--- src/rtl/jac1_run_monitor_if.sv ---
// Trace readout port of the JAC1 run monitor: pop request, popped data and fill level.
// Latency: rd_data/rd_valid follow rd_en by one cycle.
// Backpressure: none; a pop on an empty trace (or outside DONE) simply returns no rd_valid.
//
// Ports:
//   rd_en       reader -> monitor  pop request
//   rd_data     monitor -> reader  popped entry, held until the next pop
//   rd_valid    monitor -> reader  one-cycle pulse qualifying rd_data
//   trace_count monitor -> reader  number of unread entries (0..Depth)
interface jac1_run_monitor_if #(
  parameter int DataWidth = 8,
  parameter int Depth     = 16
);
  logic                   rd_en;
  logic [DataWidth-1:0]   rd_data;
  logic                   rd_valid;
  logic [$clog2(Depth):0] trace_count;

  // master: the trace reader; slave: the run monitor
  modport master (output rd_en, input rd_data, input rd_valid, input trace_count);
  modport slave  (input rd_en, output rd_data, output rd_valid, output trace_count);
endinterface

--- src/rtl/jac1_run_monitor.sv ---
// Run controller + trace recorder: resets the JAC1 core, runs it N cycles or until a value match, logs reg_val.
// Latency: core_res_n rises ResCycles+1 edges after start; trace pop data appears one cycle after rd_en.
// Backpressure: none; captures into a full trace are dropped (overflow flag), pops only honoured in DONE.
//
// Ports:
//   clk, sys_res                  clock and synchronous active-high reset
//   start, run_cycles, expect_val,
//   expect_en, on_change          run request and its configuration (latched at start)
//   reg_val                       core register value, sampled once per RUN cycle
//   core_res_n                    registered active-low reset to the core
//   busy, done, match, overflow   status flags (match/overflow sticky within a run)
//   trace                         readout interface (rd_en, rd_data, rd_valid, trace_count)
module jac1_run_monitor #(
  parameter int DataWidth = 8,
  parameter int Depth     = 16,
  parameter int ResCycles = 1,
  parameter int CntWidth  = 16
) (
  input  logic                 clk,
  input  logic                 sys_res,
  input  logic                 start,
  input  logic [CntWidth-1:0]  run_cycles,
  input  logic [DataWidth-1:0] expect_val,
  input  logic                 expect_en,
  input  logic                 on_change,
  input  logic [DataWidth-1:0] reg_val,
  output logic                 core_res_n,
  output logic                 busy,
  output logic                 done,
  output logic                 match,
  output logic                 overflow,
  jac1_run_monitor_if.slave    trace
);

  localparam int PtrW   = $clog2(Depth);
  localparam int CountW = PtrW + 1;
  localparam int HoldW  = $clog2(ResCycles + 1);

  typedef enum logic [1:0] {
    S_IDLE,
    S_HOLD,
    S_RUN,
    S_DONE
  } state_t;

  state_t               state;
  logic [HoldW-1:0]     hold_cnt;
  logic [CntWidth-1:0]  run_cnt;
  logic [CntWidth-1:0]  run_cycles_q;
  logic [DataWidth-1:0] expect_val_q;
  logic                 expect_en_q;
  logic                 on_change_q;
  logic                 first_q;      // next RUN sample is the first of this run
  logic [DataWidth-1:0] last_val;     // last value actually written to the trace

  logic [DataWidth-1:0] mem [Depth];
  logic [PtrW-1:0]      wr_ptr;
  logic [PtrW-1:0]      rd_ptr;
  logic [CountW-1:0]    count;
  logic [DataWidth-1:0] rd_data_q;
  logic                 rd_valid_q;

  logic launch;
  logic full;
  logic capture;
  logic hit;
  logic last_sample;

  always_comb begin
    launch      = start && ((state == S_IDLE) || (state == S_DONE));
    full        = (count == CountW'(Depth));
    capture     = !on_change_q || first_q || (reg_val != last_val);
    hit         = expect_en_q && (reg_val == expect_val_q);
    // run_cycles_q >= 1 whenever RUN is entered, so this never wraps below zero
    last_sample = ((run_cnt + CntWidth'(1)) == run_cycles_q);
  end

  always_ff @(posedge clk) begin
    if (sys_res) begin
      state        <= S_IDLE;
      core_res_n   <= 1'b0;
      busy         <= 1'b0;
      done         <= 1'b0;
      match        <= 1'b0;
      overflow     <= 1'b0;
      hold_cnt     <= '0;
      run_cnt      <= '0;
      run_cycles_q <= '0;
      expect_val_q <= '0;
      expect_en_q  <= 1'b0;
      on_change_q  <= 1'b0;
      first_q      <= 1'b0;
      last_val     <= '0;
      wr_ptr       <= '0;
      rd_ptr       <= '0;
      count        <= '0;
      rd_data_q    <= '0;
      rd_valid_q   <= 1'b0;
    end else begin
      rd_valid_q <= 1'b0;
      if (launch) begin
        // A start in DONE overrides a simultaneous pop.
        state        <= S_HOLD;
        core_res_n   <= 1'b0;
        busy         <= 1'b1;
        done         <= 1'b0;
        match        <= 1'b0;
        overflow     <= 1'b0;
        hold_cnt     <= HoldW'(ResCycles);
        run_cnt      <= '0;
        run_cycles_q <= run_cycles;
        expect_val_q <= expect_val;
        expect_en_q  <= expect_en;
        on_change_q  <= on_change;
        first_q      <= 1'b1;
        wr_ptr       <= '0;
        rd_ptr       <= '0;
        count        <= '0;
      end else begin
        case (state)
          S_HOLD: begin
            if (hold_cnt == HoldW'(1)) begin
              if (run_cycles_q == '0) begin
                state <= S_DONE;
                busy  <= 1'b0;
                done  <= 1'b1;
              end else begin
                state      <= S_RUN;
                core_res_n <= 1'b1;
              end
            end else begin
              hold_cnt <= hold_cnt - HoldW'(1);
            end
          end
          S_RUN: begin
            run_cnt <= run_cnt + CntWidth'(1);
            first_q <= 1'b0;
            if (capture) begin
              if (full) begin
                overflow <= 1'b1;
              end else begin
                mem[wr_ptr] <= reg_val;
                wr_ptr      <= wr_ptr + PtrW'(1);
                count       <= count + CountW'(1);
                last_val    <= reg_val;
              end
            end
            if (hit) begin
              match <= 1'b1;
            end
            if (hit || last_sample) begin
              state      <= S_DONE;
              core_res_n <= 1'b0;
              busy       <= 1'b0;
              done       <= 1'b1;
            end
          end
          S_DONE: begin
            if (trace.rd_en && (count != '0)) begin
              rd_data_q  <= mem[rd_ptr];
              rd_valid_q <= 1'b1;
              rd_ptr     <= rd_ptr + PtrW'(1);
              count      <= count - CountW'(1);
            end
          end
          default: begin
            // IDLE: wait for start
          end
        endcase
      end
    end
  end

  assign trace.rd_data     = rd_data_q;
  assign trace.rd_valid    = rd_valid_q;
  assign trace.trace_count = count;

endmodule

--- src/flat_wrapper.sv ---
// flat-port wrapper written by rule: the top's interface ports become plain ports
module jac1_run_monitor_flat 
#(
  parameter int DataWidth = 8,
  parameter int Depth     = 16,
  parameter int ResCycles = 1,
  parameter int CntWidth  = 16
)
  (clk, sys_res, start, run_cycles, expect_val, expect_en, on_change, reg_val, core_res_n, busy, done, match, overflow, trace_rd_en, trace_rd_data, trace_rd_valid, trace_trace_count);
  jac1_run_monitor_if #(.DataWidth(DataWidth), .Depth(Depth)) trace_i ();
  input  logic clk;
  input  logic sys_res;
  input  logic start;
  input  logic [CntWidth-1:0] run_cycles;
  input  logic [DataWidth-1:0] expect_val;
  input  logic expect_en;
  input  logic on_change;
  input  logic [DataWidth-1:0] reg_val;
  output logic core_res_n;
  output logic busy;
  output logic done;
  output logic match;
  output logic overflow;
  input wire logic [$bits(trace_i.rd_en)-1:0] trace_rd_en;
  output wire logic [$bits(trace_i.rd_data)-1:0] trace_rd_data;
  output wire logic [$bits(trace_i.rd_valid)-1:0] trace_rd_valid;
  output wire logic [$bits(trace_i.trace_count)-1:0] trace_trace_count;
  assign trace_i.rd_en = trace_rd_en;
  assign trace_rd_data = trace_i.rd_data;
  assign trace_rd_valid = trace_i.rd_valid;
  assign trace_trace_count = trace_i.trace_count;
  jac1_run_monitor #(.DataWidth(DataWidth), .Depth(Depth), .ResCycles(ResCycles), .CntWidth(CntWidth)) u_core (.clk(clk), .sys_res(sys_res), .start(start), .run_cycles(run_cycles), .expect_val(expect_val), .expect_en(expect_en), .on_change(on_change), .reg_val(reg_val), .core_res_n(core_res_n), .busy(busy), .done(done), .match(match), .overflow(overflow), .trace(trace_i));
endmodule
--- config.mk ---
export PLATFORM = sky130hd
export DESIGN_NAME = jac1_run_monitor_flat
export DESIGN_NICKNAME = d
export VERILOG_FILES = /design/src/rtl/jac1_run_monitor_if.sv /design/src/rtl/jac1_run_monitor.sv /design/src/flat_wrapper.sv
export SDC_FILE = /design/constraint.sdc
export NUM_CORES = 1
export LEC_CHECK = 0
export BUFFER_PORTS_ARGS = -buffer_cell sky130_fd_sc_hd__buf_2
export CAP_MARGIN = 20
export CORE_MARGIN = 2
export CORE_UTILIZATION = 60
export DETAILED_ROUTE_END_ITERATION = 8
export GPL_TIMING_DRIVEN = 0
export PLACE_DENSITY = 0.86
export REMOVE_ABC_BUFFERS = 1
export SETUP_SLACK_MARGIN = 0.2
export SLEW_MARGIN = 40
export SYNTH_ARGS = -nofsm -noshare
export SYNTH_HDL_FRONTEND = slang
export SYNTH_SLANG_ARGS = --single-unit
--- constraint.sdc ---
create_clock -name clk -period 3.15 [get_ports clk]
set_input_delay 0.315 -clock clk [delete_from_list [all_inputs] [get_ports clk]]
set_output_delay 0.315 -clock clk [all_outputs]
set_load 0.01 [all_outputs]
======== Word level (Yosys, flattened, before mapping) ========
Memory sizes are Yosys's and may differ from the RTL's. A register that Yosys moved wholly into a read port is not among the register bits.
Index checks and enable logic that the tools add are counted.
operators by class
  reduce and logical (&&, ||, !) cells .... 30
  bitwise operators ....................... 3
  mux-type cells .......................... 33
  add/sub/neg operators ................... 6
  equality and inequality tests ........... 17
operators by type and width
  kind                                                   count
  2-to-1 mux 1 bit                                       23
  AND reduction 4 bit                                    5
  adder 16 x 1 -> 16 bit, second input constant          1
  equality test 16 bit                                   1
  zero test 16 bit                                       1
  2-to-1 mux 5 bit                                       3
  AND reduction 3 bit                                    5
  case mux 5 bit (2 select lines)                        1
  inequality test 3 x 1 -> 1 bit, second input constant  3
  adder 4 x 1 -> 4 bit, second input constant            2
  equality test 8 bit                                    1
  inequality test 2 x 1 -> 1 bit, second input constant  4
  inequality test 8 bit                                  1
  nonzero test 2 bit                                     4
  inequality test 2 bit, second input constant           3
  case mux 1 bit (2 select lines)                        3
  adder 5 x 1 -> 5 bit, second input constant            1
  equality test 5 bit, second input constant             1
  nonzero test 5 bit                                     1
  subtractor 5 x 1 -> 5 bit, second input constant       1
  equality test 2 bit, second input constant             2
  logical OR 1 bit                                       4
  2-to-1 mux 2 bit                                       2
  case mux 2 bit (2 select lines)                        1
  10 further kinds                                       15
storage, ports and cells
  memory bits (writable) .................. 128
  word-level logic and storage cells ...... 109
  register bits ........................... 73
  memories kept ........................... 1
memory list
  memory      depth  width  read ports  clocked after memory_dff  write ports  line                    RTL
  u_core.mem  16     8      1           1                         1            jac1_run_monitor.sv:56  logic [DataWidth-1:0] mem [Depth];

======== Longest topological paths before layout ========
  depth after elaboration ................. 8
  depth in mapped cells ................... 9

======== Worst setup path after synthesis ========
OpenSTA, ideal clock, no wires.
  kind .................................... reg2reg
  start point ............................. register u_core.state[0]
  end point ............................... memory u_core.mem[1][0] (enable)
  arrival time ............................ 2.078 ns
  clock period less this slack ............ 2.473 ns
  slack ................................... 0.677 ns
  required time ........................... 2.755 ns
  cell stages (with the launch flop) ...... 7
  path buffers ............................ 0
  cell sequence ........................... dfxtp_1 inv_1 ha_1 o41ai_2 nor2_1 nand2_1 nor4_1
on the way
  longest elaborated chain between the ends .. 6
  elaborated cells between the ends (all ways) .. 9
ends and longest elaborated chain
  item                                                    line                     RTL
  start, declared                                         jac1_run_monitor.sv:46   state_t state;
  start signal, assigned                                  jac1_run_monitor.sv:80   state <= S_IDLE;
  start signal, assigned                                  jac1_run_monitor.sv:103  state <= S_HOLD;
  start signal, assigned                                  jac1_run_monitor.sv:124  state <= S_DONE;
  equality test 2 bit or zero test 2 bit (tied branches)  jac1_run_monitor.sv:70   launch = start && ((state == S_IDLE) || (state == S_DONE));
  logical OR 1 bit                                        jac1_run_monitor.sv:70
  logical AND 1 bit                                       jac1_run_monitor.sv:70
  2-to-1 mux 1 bit (*)                                    jac1_run_monitor.sv:101  if (launch) begin
  2-to-1 mux 1 bit (*)                                    jac1_run_monitor.sv:79   if (sys_res) begin
  2-to-1 mux 1 bit (not written as such) (*)              jac1_run_monitor.sv:142  mem[wr_ptr] <= reg_val;
  end, declared                                           jac1_run_monitor.sv:56
Mark *: on every way between the ends. The rest lies on a longest branch, timed or not.

======== Worst setup path after layout ========
  start point ............................. register u_core.state[0]
  end point ............................... memory u_core.mem[0][4] (enable)
Same word-level chain as after synthesis.

==> results.yml <==
setup_path:
  crit_path_top_delay_cell: "nor3_4"
  cp_num_cells: 7
  cp.arrival_ns: 2.97
  cp_cell_sequence: "inv_1 -> ha_4 -> and2_2 -> nor2_2 -> nand3_1 -> nor3_4 -> buf_4"
  worst_setup_path_start_kind: "register"
  ff2ff_setup_slack_ns: 0.39
  worstReg2RegEnd: "u_core.mem[0][4]"
  worstSetupPathType: "register to register"
  path_buf_inv: 2
  worstReg2RegStart: "u_core.state[0]"
  crit_end: "u_core.mem[0][4]"
  worstSetupEndpointType: "register"
  crit_path_start: "u_core.state[0]"
  max_stage_delay_ns: 0.43
  r2r_cells: 7
  crit_fanout: 29
  crit_family: "simple AND/OR/NAND/NOR gates"
  required_ns: 3.36
clocking:
  numClockSinks: 209
  cts-root-buf: "clkbuf_16"
  numCtsBuffers: 22
  path_clk_slew_ns: 0.06
  cts_tree: "yes"
  hold_buffers: 0
  clk_path_buf_depth: 3
  clock_latency_ns: 0.51
  htreeDepth: 1
place:
  gp_congestion: 0.884
  hpwlAfterDp_microns: 13000
  io_buffers: 56
die:
  fp.dieArea_sq_um: 16100
  io_pins: 57
  core_area_sq_um: 14600
  die_w_microns: 127
  die_h_microns: 127
  initial_core_util_pct: 61.7
  rows: 44
logic_synthesis:
  avgSynthCellArea_sq_um: 13.0
  synth_area_leader_cell: "edfxtp_1"
  synthFlopType: "edfxtp_1"
  seq_area_frac_synth_pct: 60.5
  ys_warn_count: 0
  synth_edf_count: 128
  synthDistinctLibCells: 56
  synthTopCellsByArea: "edfxtp_1, dfxtp_1, mux4_2, xnor2_1, nand2_1"
  synth-seq-cells: 209
  synth.cell_area_sq_um: 9030
  synthTopCellsByCount: "edfxtp_1, dfxtp_1, nand2_1"
  synth.most_common_cell: "edfxtp_1"
  synth_cells: 697
  yosys.area.top_type_share_pct: 42.6
  ys_async_sr_fraction_pct: 0
global_route:
  grt_pass1_vias: 6016
  grt_pass1_wl_microns: 33700
  grt-ovfl-total: 0
  grt_max_degree: 53
  antenna_found_initial: 1
  grtUsageTotal_pct: 27.2
status:
  status: "finished clean"
finish:
  area_growth_pct: 15.9
  diodes: 0
  post-route-util_pct: 71.5
  drive_above_1_share_pct: 23.6
  final_nets: 807
detailed_routing:
  dr.pass1.iters: 7
  ant_nets: 0
  wirelength_microns: 21600
  drt_iter0_drc: 761
  route.detailed.drc: 0
  vias_per_cell: 6.47
  vias: 6185
  routedWlPerCell_microns: 22.5
sta:
  worstMarginPinSlew_ns: 0.784
  rsz0062_at_grt: "no"
  max_freq_mhz: 362
  slew_headroom_pct: 47.1
  final-hold-violation-count: 0
  fin_skew_ns: 0.0204
  fin_crit_sh_pct: 87.7
  slew_viol_final: 0
  setup_viol: 0
  period_minus_slack_ns: 2.76
run:
  cap_viol_max_count: 0
power_and_ir_drop:
  p_leak_uw: 0.00366
  p_per_area_nw_per_um2: 671
  total_power_uw: 7030
  irDropWorstVdd_v: 0.000747
hold_path:
  hp-class: "primary input to register"
==> how the worst min path moves through the flow <==
stage | end | cells after the start | slack, ns | from
3_3_place_gp | u_core.expect_en_q | 2 | 0.44 | u_core.expect_en_q
3_5_place_dp | u_core.trace.rd_data[5] | 2 | 0.45 | u_core.trace.rd_data[5]
5_1_grt | u_core.expect_en_q | 3 | 0.05 | expect_en
4_1_cts | u_core.run_cycles_q[7] | 3 | 0.04 | run_cycles[7]
2_1_floorplan | u_core.expect_en_q | 1 | 0.38 | sys_res
6_report | u_core.run_cycles_q[7] | 3 | 0.04 | run_cycles[7]
==> repair_timing <==
| item | in CTS | in global routing |
|---|---|---|
| buffers inserted | 7 | 0 |
| gates resized for setup | 8 | 6 |
| pin swaps | 3 | 0 |
| setup endpoints to repair | 128 | 128 |
==> layout make-up <==
| type | count | area [sq um] |
|---|---|---|
| clock buffers | 28 | 614 |
| clock inverters | 12 | 163 |
| fillers | 900 | 4170 |
| inverters | 13 | 48.8 |
| multi-input cells | 439 | 3500 |
| flip-flops and latches | 209 | 5470 |
| well taps | 184 | 230 |
| repair buffers | 71 | 443 |
==> logic make-up after synthesis <==
family,count (synthesis),share of synthesized area [%]
AO/OA/AOI/OAI,83,5.86
adder cells (fa/ha/maj),13,1.88
buffers and inverters,49,2.33
flip-flops,209,60.5
multiplexers,61,12.3
XOR/XNOR,54,5.24
AND/OR/NAND/NOR,228,11.9
==> tightest hold or removal path, stage by stage <==
cell     delay (ns)
buf_2          0.10
nand2_1        0.05
a21oi_1        0.05
==> cell usage in the layout (no fill, tap or decap), drive strengths merged, types with 3 or more instances in the layout <==
cell type and count:
edfxtp 128, dfxtp 81, nand2 73, buf 71, nor2 66, a21oi 42
mux4 40, xnor2 32, clkbuf 28, xor2 22, mux2i 21, nor3 21
nand3 18, inv 13, o21ai 13, nand4 12, ha 12, nor4 9
or3 6, o31ai 6, nand2b 6, clkinv 6, nor3b 4, nor2b 4
bufinv 4, o21a 3, and4 3
==> power breakdown <==
part	switching (uW)	internal, uW	total [uW]
sequential	143	3040	3180
combinational	704	401	1100
clock	1040	1710	2740
==> sequential cells by signal, indices dropped and copies added (netlist names) <==
register                  flops
u_core.trace.rd_valid         1
u_core.on_change_q            1
u_core.expect_en_q            1
u_core.first_q                1
u_core.trace.rd_data          8
u_core.rd_ptr                 4
u_core.hold_cnt               1
u_core.last_val               8
u_core.wr_ptr                 4
u_core.run_cycles_q          16
u_core.expect_val_q           8
u_core.state                  2
u_core.overflow               1
u_core.done                   1
u_core.match                  1
u_core.core_res_n             1
u_core.busy                   1
u_core.run_cnt               16
u_core.mem                  128
u_core.trace.trace_count      5
==> per-stage QoR <==
stage / std cells / setup TNS, ns / worst slack, ns / area (sq um) / hold WS [ns]
6_report: 956 / 0 / 0.388 / 10500 / 0.0449
5_1_grt: 956 / 0 / 0.199 / 10500 / 0.0469
4_1_cts: 956 / 0 / 0.157 / 10400 / 0.0390
3_5_place_dp: 909 / -13.81 / -0.338 / 9540 / 0.455
3_3_place_gp: 901 / -42.64 / -1.00 / 9380 / 0.444
2_1_floorplan: 661 / 0 / 0.178 / 8870 / 0.384
==> routing by layer <==
metal | GRT usage (%) | up-vias | routed length, microns | part of all wire (%)
li1 | - | 2703 | - | -
met1 | 36.3 | 3069 | 8430 | 39
met2 | 46.4 | 343 | 10600 | 49
met3 | 4.47 | 68 | 1770 | 8.2
met4 | 8.27 | 2 | 709 | 3.3
met5 | 0 | - | 13 | 0.060
(Power assumes the default switching activity.)
